==> src/rtl/bnn_dot_prod_cfu_initiator.sv <==
// BnnDotProdCfuInitiator: requester-side sequencer for the BNN dot-product CFU.
// Streams (activation, weight) word pairs into CFU requests, collects the
// per-word popcount responses, accumulates them and reports the dot product.
module bnn_dot_prod_cfu_initiator #(
  parameter int CFU_FUNCTION_ID_W = 1,
  parameter int CFU_REQ_DATA_W    = 32,
  parameter int CFU_RESP_DATA_W   = 32,
  parameter int MAX_WORDS         = 16,
  parameter int MAX_INFLIGHT      = 2,
  parameter int ACC_W             = 16
) (
  input  logic                                clock,
  input  logic                                reset,
  input  logic                                start,
  input  logic [$clog2(MAX_WORDS+1)-1:0]      n_words,
  output logic                                busy,
  output logic                                done,
  output logic [ACC_W-1:0]                    result,
  output logic [ACC_W:0]                      dot,
  input  logic                                op_valid,
  output logic                                op_ready,
  input  logic [CFU_REQ_DATA_W-1:0]           op_a,
  input  logic [CFU_REQ_DATA_W-1:0]           op_w,
  output logic                                req_valid,
  input  logic                                req_ready,
  output logic [CFU_FUNCTION_ID_W-1:0]        req_function_id,
  output logic [2*CFU_REQ_DATA_W-1:0]         req_data,
  input  logic                                resp_valid,
  output logic                                resp_ready,
  input  logic [CFU_RESP_DATA_W-1:0]          resp_data
);

  localparam int NW   = $clog2(MAX_WORDS + 1);
  localparam int IF_W = $clog2(MAX_INFLIGHT + 1);
  localparam int PC_W = $clog2(CFU_REQ_DATA_W) + 1;

  typedef enum logic [1:0] {
    IDLE,
    RUN,
    DRAIN,
    DONE
  } state_t;

  state_t            state_q, state_d;
  logic [NW-1:0]     n_q, n_d;
  logic [NW-1:0]     issued_q, issued_d;
  logic [NW-1:0]     received_q, received_d;
  logic [IF_W-1:0]   inflight_q, inflight_d;
  logic [ACC_W-1:0]  result_q, result_d;
  logic [ACC_W:0]    dot_q, dot_d;
  logic              busy_q, busy_d;
  logic              done_q, done_d;
  logic              resp_ready_q, resp_ready_d;

  logic              canIssue;
  logic              reqFire;
  logic              respFire;
  logic              respAccept;
  logic [PC_W-1:0]   popCount;
  logic [ACC_W+1:0]  twiceResult;
  logic [ACC_W+1:0]  bitTotal;
  logic [ACC_W+1:0]  dotWide;
  logic              unusedRespBits;

  // Requests are a pure pass-through of the operand stream, gated by the
  // word budget and the number of outstanding responses; nothing is buffered.
  assign canIssue  = (state_q == RUN) && (issued_q < n_q) &&
                     (inflight_q < IF_W'(MAX_INFLIGHT));
  assign req_valid = op_valid & canIssue;
  assign op_ready  = req_ready & canIssue;
  assign reqFire   = req_valid & req_ready;

  assign req_function_id = '0;
  assign req_data        = {op_w, op_a};

  // A response arriving with nothing outstanding is a protocol error and is
  // dropped rather than accumulated.
  assign respFire   = resp_valid & resp_ready_q;
  assign respAccept = respFire && (inflight_q != '0);
  assign popCount   = resp_data[PC_W-1:0];

  assign unusedRespBits = ^resp_data[CFU_RESP_DATA_W-1:PC_W];

  assign busy       = busy_q;
  assign done       = done_q;
  assign result     = result_q;
  assign dot        = dot_q;
  assign resp_ready = resp_ready_q;

  // Next-state logic for the sequencer, counters, accumulator and the
  // registered status outputs. Completion is decided on next-count values so
  // the minimum start-to-done latency is three cycles.
  always_comb begin
    state_d      = state_q;
    n_d          = n_q;
    issued_d     = issued_q;
    received_d   = received_q;
    inflight_d   = inflight_q;
    result_d     = result_q;
    dot_d        = dot_q;
    busy_d       = busy_q;
    done_d       = 1'b0;
    resp_ready_d = resp_ready_q;
    twiceResult  = '0;
    bitTotal     = '0;
    dotWide      = '0;

    case (state_q)
      IDLE: begin
        if (start) begin
          n_d        = n_words;
          issued_d   = '0;
          received_d = '0;
          inflight_d = '0;
          result_d   = '0;
          dot_d      = '0;
          if (n_words == '0) begin
            state_d = DONE;
          end else begin
            state_d      = RUN;
            busy_d       = 1'b1;
            resp_ready_d = 1'b1;
          end
        end
      end

      RUN, DRAIN: begin
        if (reqFire) begin
          issued_d = issued_q + NW'(1);
        end
        if (respAccept) begin
          received_d = received_q + NW'(1);
          result_d   = result_q + ACC_W'(popCount);
        end
        case ({reqFire, respAccept})
          2'b10:   inflight_d = inflight_q + IF_W'(1);
          2'b01:   inflight_d = inflight_q - IF_W'(1);
          default: inflight_d = inflight_q;
        endcase

        if (state_q == RUN) begin
          if (issued_d == n_q) begin
            state_d = (received_d == n_q) ? DONE : DRAIN;
          end
        end else if (received_d == n_q) begin
          state_d = DONE;
        end
      end

      DONE: begin
        state_d = IDLE;
      end

      default: begin
        state_d = IDLE;
      end
    endcase

    // On entry to DONE, publish the signed dot product 2*matches - totalBits.
    if ((state_d == DONE) && (state_q != DONE)) begin
      done_d       = 1'b1;
      busy_d       = 1'b0;
      resp_ready_d = 1'b0;
      twiceResult  = {1'b0, result_d, 1'b0};
      bitTotal     = (ACC_W+2)'(n_d) * (ACC_W+2)'(CFU_REQ_DATA_W);
      dotWide      = twiceResult - bitTotal;
      dot_d        = dotWide[ACC_W:0];
    end
  end

  // State and datapath registers with synchronous active-high reset.
  always_ff @(posedge clock) begin
    if (reset) begin
      state_q      <= IDLE;
      n_q          <= '0;
      issued_q     <= '0;
      received_q   <= '0;
      inflight_q   <= '0;
      result_q     <= '0;
      dot_q        <= '0;
      busy_q       <= 1'b0;
      done_q       <= 1'b0;
      resp_ready_q <= 1'b0;
    end else begin
      state_q      <= state_d;
      n_q          <= n_d;
      issued_q     <= issued_d;
      received_q   <= received_d;
      inflight_q   <= inflight_d;
      result_q     <= result_d;
      dot_q        <= dot_d;
      busy_q       <= busy_d;
      done_q       <= done_d;
      resp_ready_q <= resp_ready_d;
    end
  end

endmodule
==> config.mk <==
export PLATFORM = sky130hd
export DESIGN_NAME = bnn_dot_prod_cfu_initiator
export DESIGN_NICKNAME = d
export VERILOG_FILES = /design/src/rtl/bnn_dot_prod_cfu_initiator.sv
export SDC_FILE = /design/constraint.sdc
export NUM_CORES = 1
export LEC_CHECK = 0
export ABC_CLOCK_PERIOD_IN_PS = 3700
export CORE_ASPECT_RATIO = 1.4
export CORE_MARGIN = 1.5
export CORE_UTILIZATION = 30
export CTS_CLUSTER_DIAMETER = 40
export DETAILED_ROUTE_END_ITERATION = 16
export PLACE_DENSITY = 0.66
export SYNTH_ARGS = -nofsm -noshare
export SYNTH_HDL_FRONTEND = slang
export SYNTH_SLANG_ARGS = --single-unit
==> constraint.sdc <==
create_clock -name clock -period 3.7 [get_ports clock]
set_input_delay 0.555 -clock clock [delete_from_list [all_inputs] [get_ports clock]]
set_output_delay 0.555 -clock clock [all_outputs]
set_load 0.01 [all_outputs]
### Yosys cells after proc, flatten, opt, wreduce, memory -nomap -nowiden

Cells that the tools add are included.

| word-level totals | value |
|---|---|
| register bits | 54 |
| output and inout bits | 103 |
| input bits | 107 |
| bits in latches | 0 |
| ROM bits | 0 |
| logic and storage cells | 75 |
| memory bits (writable) | 0 |
| memories | 0 |

| cells by class | value |
|---|---|
| reductions and logical operators | 16 |
| div/mod/pow operators | 0 |
| muxes and demuxes | 26 |
| $mul | 0 |
| $add $sub $neg | 6 |
| $lt $le $gt $ge | 2 |
| bitwise logic cells | 5 |
| shift-type cells | 0 |
| equality and inequality tests | 11 |

Operators by type and width:

| kind | count |
|---|---|
| 17-bit two-way mux | 3 |
| 5-bit two-way mux | 7 |
| 16-bit two-way mux | 2 |
| 16-bit one-hot mux with 2 select lines | 1 |
| 5-bit one-hot mux with 2 select lines | 2 |
| 17-bit by 10-bit subtractor with 17-bit output | 1 |
| 16-bit by 6-bit adder with 16-bit output | 1 |
| 2-bit two-way mux | 6 |
| 5-bit by 1-bit adder with 5-bit output (second input constant) | 2 |
| 5-bit == test | 2 |
| 2-bit == test (second input constant) | 4 |
| 2-bit one-hot mux with 2 select lines | 2 |
| 2-bit nonzero test | 4 |
| 2-bit one-hot mux with 3 select lines | 1 |
| 3-bit AND reduction | 2 |
| 5-bit zero test | 1 |
| 5-bit < comparator | 1 |
| 1-bit AND | 4 |
| 2-bit by 1-bit == test with 1-bit output (second input constant) | 2 |
| 1-bit logical AND | 4 |
| 2-bit != test (second input constant) | 2 |
| 2-bit AND reduction | 2 |
| 2-bit OR reduction | 2 |
| 3-bit by 1-bit != test with 1-bit output (second input constant) | 1 |
| other kinds (6) | 7 |

### Depth between registers and ports, before layout

| logic depth | value |
|---|---|
| depth in word-level cells | 15 |
| depth in mapped cells | 18 |
| mapped depth without buffers | 18 |

### Least setup slack after synthesis

OpenSTA, ideal clock, no wires.

| timing path | value |
|---|---|
| path type | register -> register |
| start | reg state_q[0] |
| end | reg dot_q[16] (netlist: dot[16]) |
| clock period less this slack | 3625 ps |
| setup time | 117 ps |
| stages on the path, launching flop included | 19 |
| path slack | 75 ps |
| data arrival time | 3508 ps |
| path buffers | 2 |
| required time | 3583 ps |
| cells stage by stage | dfxtp_1 -> inv_1 -> ha_1 -> clkbuf_1 -> nand2b_1 -> clkbuf_1 -> o21ai_1 -> a22oi_1 -> inv_1 -> ha_1 -> nor2b_1 -> o21ai_0 -> a21boi_0 -> o21a_1 -> nor2_1 -> nand2_1 -> nor4_1 -> xor2_1 -> a32o_1 |

| on the way | value |
|---|---|
| elaborated cells on any way between the ends | 27 |
| classes of those cells | add/sub: 1; eq/ne: 6; mux: 10; bitwise: 2; reduce/logical: 8 |

RTL lines:

| item | line | text |
|---|---|---|
| start, declared | 44 | `state_t state_q, state_d;` |
| start signal, assigned | 185 | `state_q <= state_d;` |
| 2-bit by 1-bit == test with 1-bit output or 2-bit == test (tied branches) | 108 | `case (state_q)` |
| 2-bit OR reduction | 108 |  |
| 16-bit one-hot mux with 2 select lines * | 108 |  |
| named net result_d[5] | 49 | `logic [ACC_W-1:0] result_q, result_d;` |
| 17-bit by 10-bit subtractor with 17-bit output * | 166 | `dotWide = twiceResult - bitTotal;` |
| 17-bit two-way mux * | 160 | `if ((state_d == DONE) && (state_q != DONE)) begin` |
| end signal, assigned | 191 | `dot_q <= dot_d;` |
| end, declared | 50 | `logic [ACC_W:0] dot_q, dot_d;` |

Mark *: on every way through the listed nets, which the timed path passes. The rest lies on a longest branch. The select of a mux whose other input is x is not followed.
A chain may end at the register's enable or synchronous reset.

### Worst setup path in the final report

| timing path | value |
|---|---|
| start | in resp_data[1] |
| end | reg dot_q[16] (netlist: dot[16]) |

| on the way | value |
|---|---|
| cells in the longest elaborated chain, start to end | 5 |

RTL lines:

| item | line | text |
|---|---|---|
| start, declared | 30 | `input logic [CFU_RESP_DATA_W-1:0] resp_data` |
| 16-bit by 6-bit adder with 16-bit output | 133 | `result_d = result_q + ACC_W'(popCount);` |
| 16-bit two-way mux | 131 | `if (respAccept) begin` |
| 16-bit one-hot mux with 2 select lines | 108 |  |
| named net result_d[5] | 49 |  |
| 17-bit by 10-bit subtractor with 17-bit output | 166 |  |
| 17-bit two-way mux | 160 |  |

The timed path passes the listed nets, and every way through them passes these cells.

==> reports/metrics.cfg <==
[yosys]
synth_seq_cells=53
synth_top_area_share_pct=26.28
synth_top_cell_by_area=dfxtp_1
synth_edf_count=0
yosysWarningCount=0
synth.yosys.seq_area_share_pct=26.28
ys_top_cells_by_area=dfxtp_1 26%, buf_4 12%, ha_1 6.8%
syn_area_sq_um=4038
synth_ff_type=dfxtp_1
async_reset_ff_share_pct=0
synth_area_per_cell_sq_um=8.240
ys_types=65
syn_inst=490

[drt]
num_vias=3644
drc=0
vias_per_cell=5.154
firstDrtPassIters=5
first_iter_violations=234
ant_nets=0
wirelength_mm=11.51
wl_per_cell_um=16.28

[cells_and_area]
layout-drive-gt1-share_pct=20.57
multi_input_area_sq_um=2469
fin_nets=655
fillCellCount=1418
fin_util_pct=36.96
fin_area_sq_um=4902
regArea_sq_um=1062
final_cell_mix=55 x buf_4, 52 x nor2_1, 52 x dfxtp_1, 48 x clkdlybuf4s50_1, 38 x nand2_1
n_antenna_cell=0
area_growth_pct=21.41
layout_commonest_cell=buf_4

[floorplan]
die_x_um=101.0
dieArea_sq_um=14170
core_sq_um=13260
initial_utilization_pct=30.44
die-height_um=140.3
ioPinCount=210
rows=50

[clock_network]
insertion_delay_ps=300
cts.sinks=53
cts_root_buf=clkbuf_16
cts_buffers=5
path_clk_slew_ps=70
ctsHtreeMaxLevel=2
clk_path_buf_depth=2
cts_tree=yes

[sta]
finalCritPeriodShare_pct=95.79
hold_violations=0
slew_viol_final=0
slew_headroom_pct=45.19
skew_ps=2.946
period_needed_ps=3544
setup_viol=0
fin_tns_setup_ps=0
fmax_mhz=282.1
worst_slew_pin_slew_ps=813.5

[critical_path]
cp.required_ps=3890
start_kind=input port
worstSetupPathType=in2reg
reg2reg_depth=17
crit_fanout=2
reg2reg_slack_ps=180
critical_path_arrival_ps=3740
end_kind=flip-flop
worstSetupStartpoint=resp_data[1]
r2r-start=result[1]$_SDFF_PP0_
r2r-end=dot[16]$_SDFFE_PP0P_

[global_routing]
grt_max_degree=44
antenna_found_initial=0
grt-ovfl-total=0
grt_pass1_vias=3629
grtUsageTotal_pct=15.71
grt_pass1_wl_mm=17.77

[hold_path]
min_to=dot[8]$_SDFFE_PP0P_
hold_depth=2
hold_path.class=reg2reg
holdCritStartpoint=dot[8]$_SDFFE_PP0P_

[power_and_ir_drop]
leakagePower_nw=1.977
power_density_nw_per_um2=558.5
vdd_drop_max_mv=0.2600

[placed_design]
place_area_sq_um=4606
gp_congestion=0.8597
dp_hpwl_mm=8.630
portBuffers=53

[job]
max_cap_viol_count=0

[status]
status=finished clean

==> critical path, cell delays in order <==
cell and delay, ps:
dlymetal6s2s_1 160, ha_4 240, a211o_4 350, a21o_1 190, a21oi_2 120, xnor2_1 80
a22oi_1 200, inv_1 80, ha_1 280, nor2b_1 130, o21ai_1 180, a21boi_1 110
o21a_1 200, nor2_2 140, nand2_2 90, nor4_4 280, xor2_1 110, a32o_1 220
==> report_power, final <==
group / internal (mW) / switching [mW]
clock: 0.249 / 0.212
combinational: 0.702 / 0.849
sequential: 0.655 / 0.0705
total: 1.61 / 1.13
==> synthesized netlist by cell type, types with 2 or more instances <==
master / instances
inv_1: 12
a21oi_1: 22
o21ai_0: 25
dfxtp_1: 53
and3_1: 4
o41a_1: 2
a311oi_1: 4
nor3b_1: 6
o31ai_2: 5
o21ai_2: 2
or3_1: 2
a21o_1: 6
a211o_1: 3
clkbuf_1: 13
a22oi_1: 6
inv_2: 2
nor2_1: 54
buf_6: 2
ha_1: 22
nand3_1: 11
xor2_1: 7
a22o_1: 3
nor2b_1: 16
nand2b_1: 4
xnor2_1: 19
nor4_1: 3
nor3_1: 9
nand2_1: 39
o21a_1: 5
nand3b_1: 2
o31ai_1: 4
o22ai_1: 2
buf_4: 67
mux2i_1: 8
and2_1: 5
a32o_1: 9
fa_1: 2
nand3_2: 2
a32oi_1: 2
==> state kept, by name, summed over array words and instances (netlist names) <==
| name | flops |
|---|---|
| done | 1 |
| issued_q | 5 |
| state_q | 2 |
| n_q | 5 |
| resp_ready | 1 |
| result | 16 |
| received_q | 5 |
| inflight_q | 2 |
| dot | 16 |
==> kinds of logic after synthesis <==
| group | Yosys count | share of synthesized area [%] |
|---|---|---|
| compound gates | 113 | 21.38 |
| xor+xnor | 26 | 5.640 |
| fa+ha+maj | 24 | 7.809 |
| buf+inv | 97 | 15.65 |
| flops | 53 | 26.28 |
| mux | 10 | 2.820 |
| other cells | 1 | 0.09288 |
| simple gates | 166 | 20.33 |
==> final cells by class <==
| class | count | area share (%) |
|---|---|---|
| Tap cell | 182 | 4.645 |
| Clock inverter | 2 | 0.2042 |
| Sequential cell | 53 | 21.67 |
| Inverter | 14 | 1.072 |
| Clock buffer | 6 | 2.629 |
| Timing Repair Buffer | 109 | 19.42 |
| Multi-Input combinational cell | 341 | 50.36 |
==> metrics by stage <==
| stage | worst slack, ps | hold WS [ps] | instances | total power [mW] |
|---|---|---|---|---|
| 3_3_place_gp | -504.8 | 451.7 | 695 | 2.181 |
| 5_1_grt | -37.64 | 531.0 | 707 | 2.906 |
| 4_1_cts | 8.897 | 476.0 | 705 | 2.711 |
| 2_1_floorplan | 74.95 | 469.1 | 491 | 1.705 |
| 3_5_place_dp | -549.9 | 465.7 | 695 | 2.215 |
| 6_report | 155.8 | 471.2 | 707 | 2.738 |
==> layer usage <==
layer	routed length, um	up-vias	GRT usage (%)
li1	-	1728	-
met1	4265	1719	16.95
met2	6037	143	28.89
met3	753	54	2.495
met4	455	0	7.968
met5	0	-	0
==> worst max path at each step <==
stage	end	slack, ps	cells past startpoint
after detailed placement	dot[16]$_SDFFE_PP0P_	-550	19
after floorplan	dot[16]$_SDFFE_PP0P_	70	18
after global placement	dot[16]$_SDFFE_PP0P_	-500	19
after CTS	dot[15]$_SDFFE_PP0P_	9	19
after global routing	dot[16]$_SDFFE_PP0P_	-40	19
final	dot[16]$_SDFFE_PP0P_	160	18
==> repair_timing <==
action                                  CTS  global route
buffers inserted                          2             2
resized for setup                        17            16
endpoints found under the setup margin    6             6
pin swaps                                 8            16
hold buffers                              0             0
No activity file was read; power rests on OpenSTA's default activity.
==> edit: new RTL, config.mk and constraints unchanged <==
`result_q` no longer has a reset.
--- a/src/rtl/bnn_dot_prod_cfu_initiator.sv
+++ b/src/rtl/bnn_dot_prod_cfu_initiator.sv
@@ -178,3 +178,2 @@
       inflight_q   <= '0;
-      result_q     <= '0;
       dot_q        <= '0;
@@ -189,3 +188,2 @@
       inflight_q   <= inflight_d;
-      result_q     <= result_d;
       dot_q        <= dot_d;
@@ -197,2 +195,6 @@
 
+  always_ff @(posedge clock) begin
+    result_q <= result_d;
+  end
+
 endmodule
Behaviour: differs if reset is asserted again (counterexample within 4 cycles, from zero or initial values and one cycle with reset high); with reset held inactive, the same outputs for 4 cycles.
==> edit against the original RTL <==
- worst setup slack lost 0.0029 ns
- area after synthesis about the same
- power is 1.9% lower
- synthesized cell count fell by 1.0%
- sequential share of layout area shrank 0.075 points
- design area rose by 0.23%
- non-clock buffer count increased by 2
- sequential cell count unchanged
- routed wire length is 0.88% lower
- critical endpoint unchanged
==> edit: results (changes against the original RTL) <==
stage;metric;value;unit;change
layout;nets;651;;-0.61%
layout;fillers;1404;;-0.99%
global_route;grt_max_degree;34;;-23%
timing;clock_skew;0.006069;ns;+0.003123 ns
worst_setup_path;critPathMaxStageDelay;0.41;ns;+0.06 ns
yosys;yosysSeqAreaShare;26.25;%;about the same
worst_setup_path;cpMaxStageDelayCell;clkdlybuf4s50_1;;
yosys;synth_xor_area_share;6.037;%;+0.40 points
global_route;grt_usage;16.08;%;+0.37 points
worst_setup_path;rr_worst_depth;15;;-2
yosys;muxShareOfSynthArea;3.715;%;+0.90 points
yosys;synth_compound_area_share;21.11;%;-0.27 points
routing;drt_pass1_iterations;4;;-1
yosys;synth_cell_types;70;;+7.7%
global_route;grt_pass1_vias;3686;;+1.6%
power_and_ir_drop;ir_drop;413.4;uV;+59%
yosys;synth_top_cells_by_count;69 x buf_4, 53 x dfxtp_1, 39 x nor2_1, 34 x nand2_1, 24 x a21oi_1;;
worst_setup_path;reg2reg_from;result[1];;
status;outcome;finished, final reports clean;;
placed_design;routabilityCongestion;0.8773;;+2.0%
yosys;synthTopCellsByArea;dfxtp_1 26%, buf_4 13%, ha_1 6.8%;;
timing;worst_pin_slew;0.7272;ns;-0.08630 ns
placed_design;hpwlAfterDp;8776;um;+1.7%
layout;drive_gt1_share;19.96;%;-0.61 points
worst_setup_path;reg2reg_slack;0.33;ns;+0.15 ns
routing;drt-initial-drc-count;186;;-21%
## edit: cell count changes in the layout (fill, tap and decap cells not counted), moves of 5 or more
cell / change
inv_1: +5
nand4_1: +7
nor2b_1: -10
nor2_1: -15
o31ai_2: -5
o311ai_0: +5
a31oi_1: +6
## edit: worst min path at each step
stage | depth (start not counted) | start | to | slack, ns
global placement | 1 | dot[16] | dot[16] | 0.48
detailed placement | 1 | dot[16] | dot[16] | 0.49
CTS | 1 | dot[3] | dot[3] | 0.50
floorplan | 1 | received_q[4] | received_q[4] | 0.47
global route | 1 | dot[5] | dot[5] | 0.53
finish | 1 | dot[3] | dot[3] | 0.50
## edit: power breakdown
group	total [mW]	internal, mW	switching [mW]	leakage (nW)
Combinational	1.50	0.719	0.786	1.46
Sequential	0.708	0.643	0.0646	0.430
Clock	0.472	0.253	0.219	0.0712
Total	2.68	1.62	1.07	1.96
## edit: critical path: cells and delay by family
family / cells / cell delay, ns
adder cells (fa/ha/maj): 2 / 0.66
XOR/XNOR: 1 / 0.06
AND/OR/NAND/NOR: 7 / 1.14
buffers and inverters: 1 / 0.41
AO/OA/AOI/OAI: 6 / 0.91
## edit: metrics by stage
stage	std cells	worst slack (ns)	utilization (%)	setup TNS [ns]	area, um^2
finish	703	0.1529	37.05	0	4913
global route	703	-0.01130	37.05	-0.01130	4913
CTS	701	0.003539	36.47	0	4837
detailed placement	692	-0.4852	35.07	-3.205	4651
global placement	692	-0.4461	35.07	-3.128	4651
floorplan	486	0.1107	-	0	4045
## edit: per-layer routing
metal | vias to the layer above | GRT usage [%] | routed length [um]
met3 | 54 | 2.395 | 518
met2 | 114 | 29.39 | 5916
met4 | 0 | 8.041 | 477
li1 | 1751 | - | -
met1 | 1725 | 17.66 | 4498
met5 | - | 0 | 0
## edit: layout make-up
type                    instances  share of cell area [%]
multi-input cells             332                   49.58
flip-flops and latches         53                   21.59
repair buffers                111                   19.99
well taps                     182                   4.635
clock buffers                   6                   2.623
inverters                      17                   1.299
clock inverters                 2                  0.2801
## edit: cells by family after synthesis
group                      count (synthesis)
AOI/OAI and AO/OA                        119
other                                      1
muxes                                     14
buffers and inverters                    101
xor gates and xnor gates                  27
DFF                                       53
adders and majority gates                 24
and+or+nand+nor                          146
## edit: what timing repair did
item,in CTS,in global routing
endpoints found under the setup margin,8,8
setup buffers,2,2
pin swaps,6,6
resized for setup,13,12
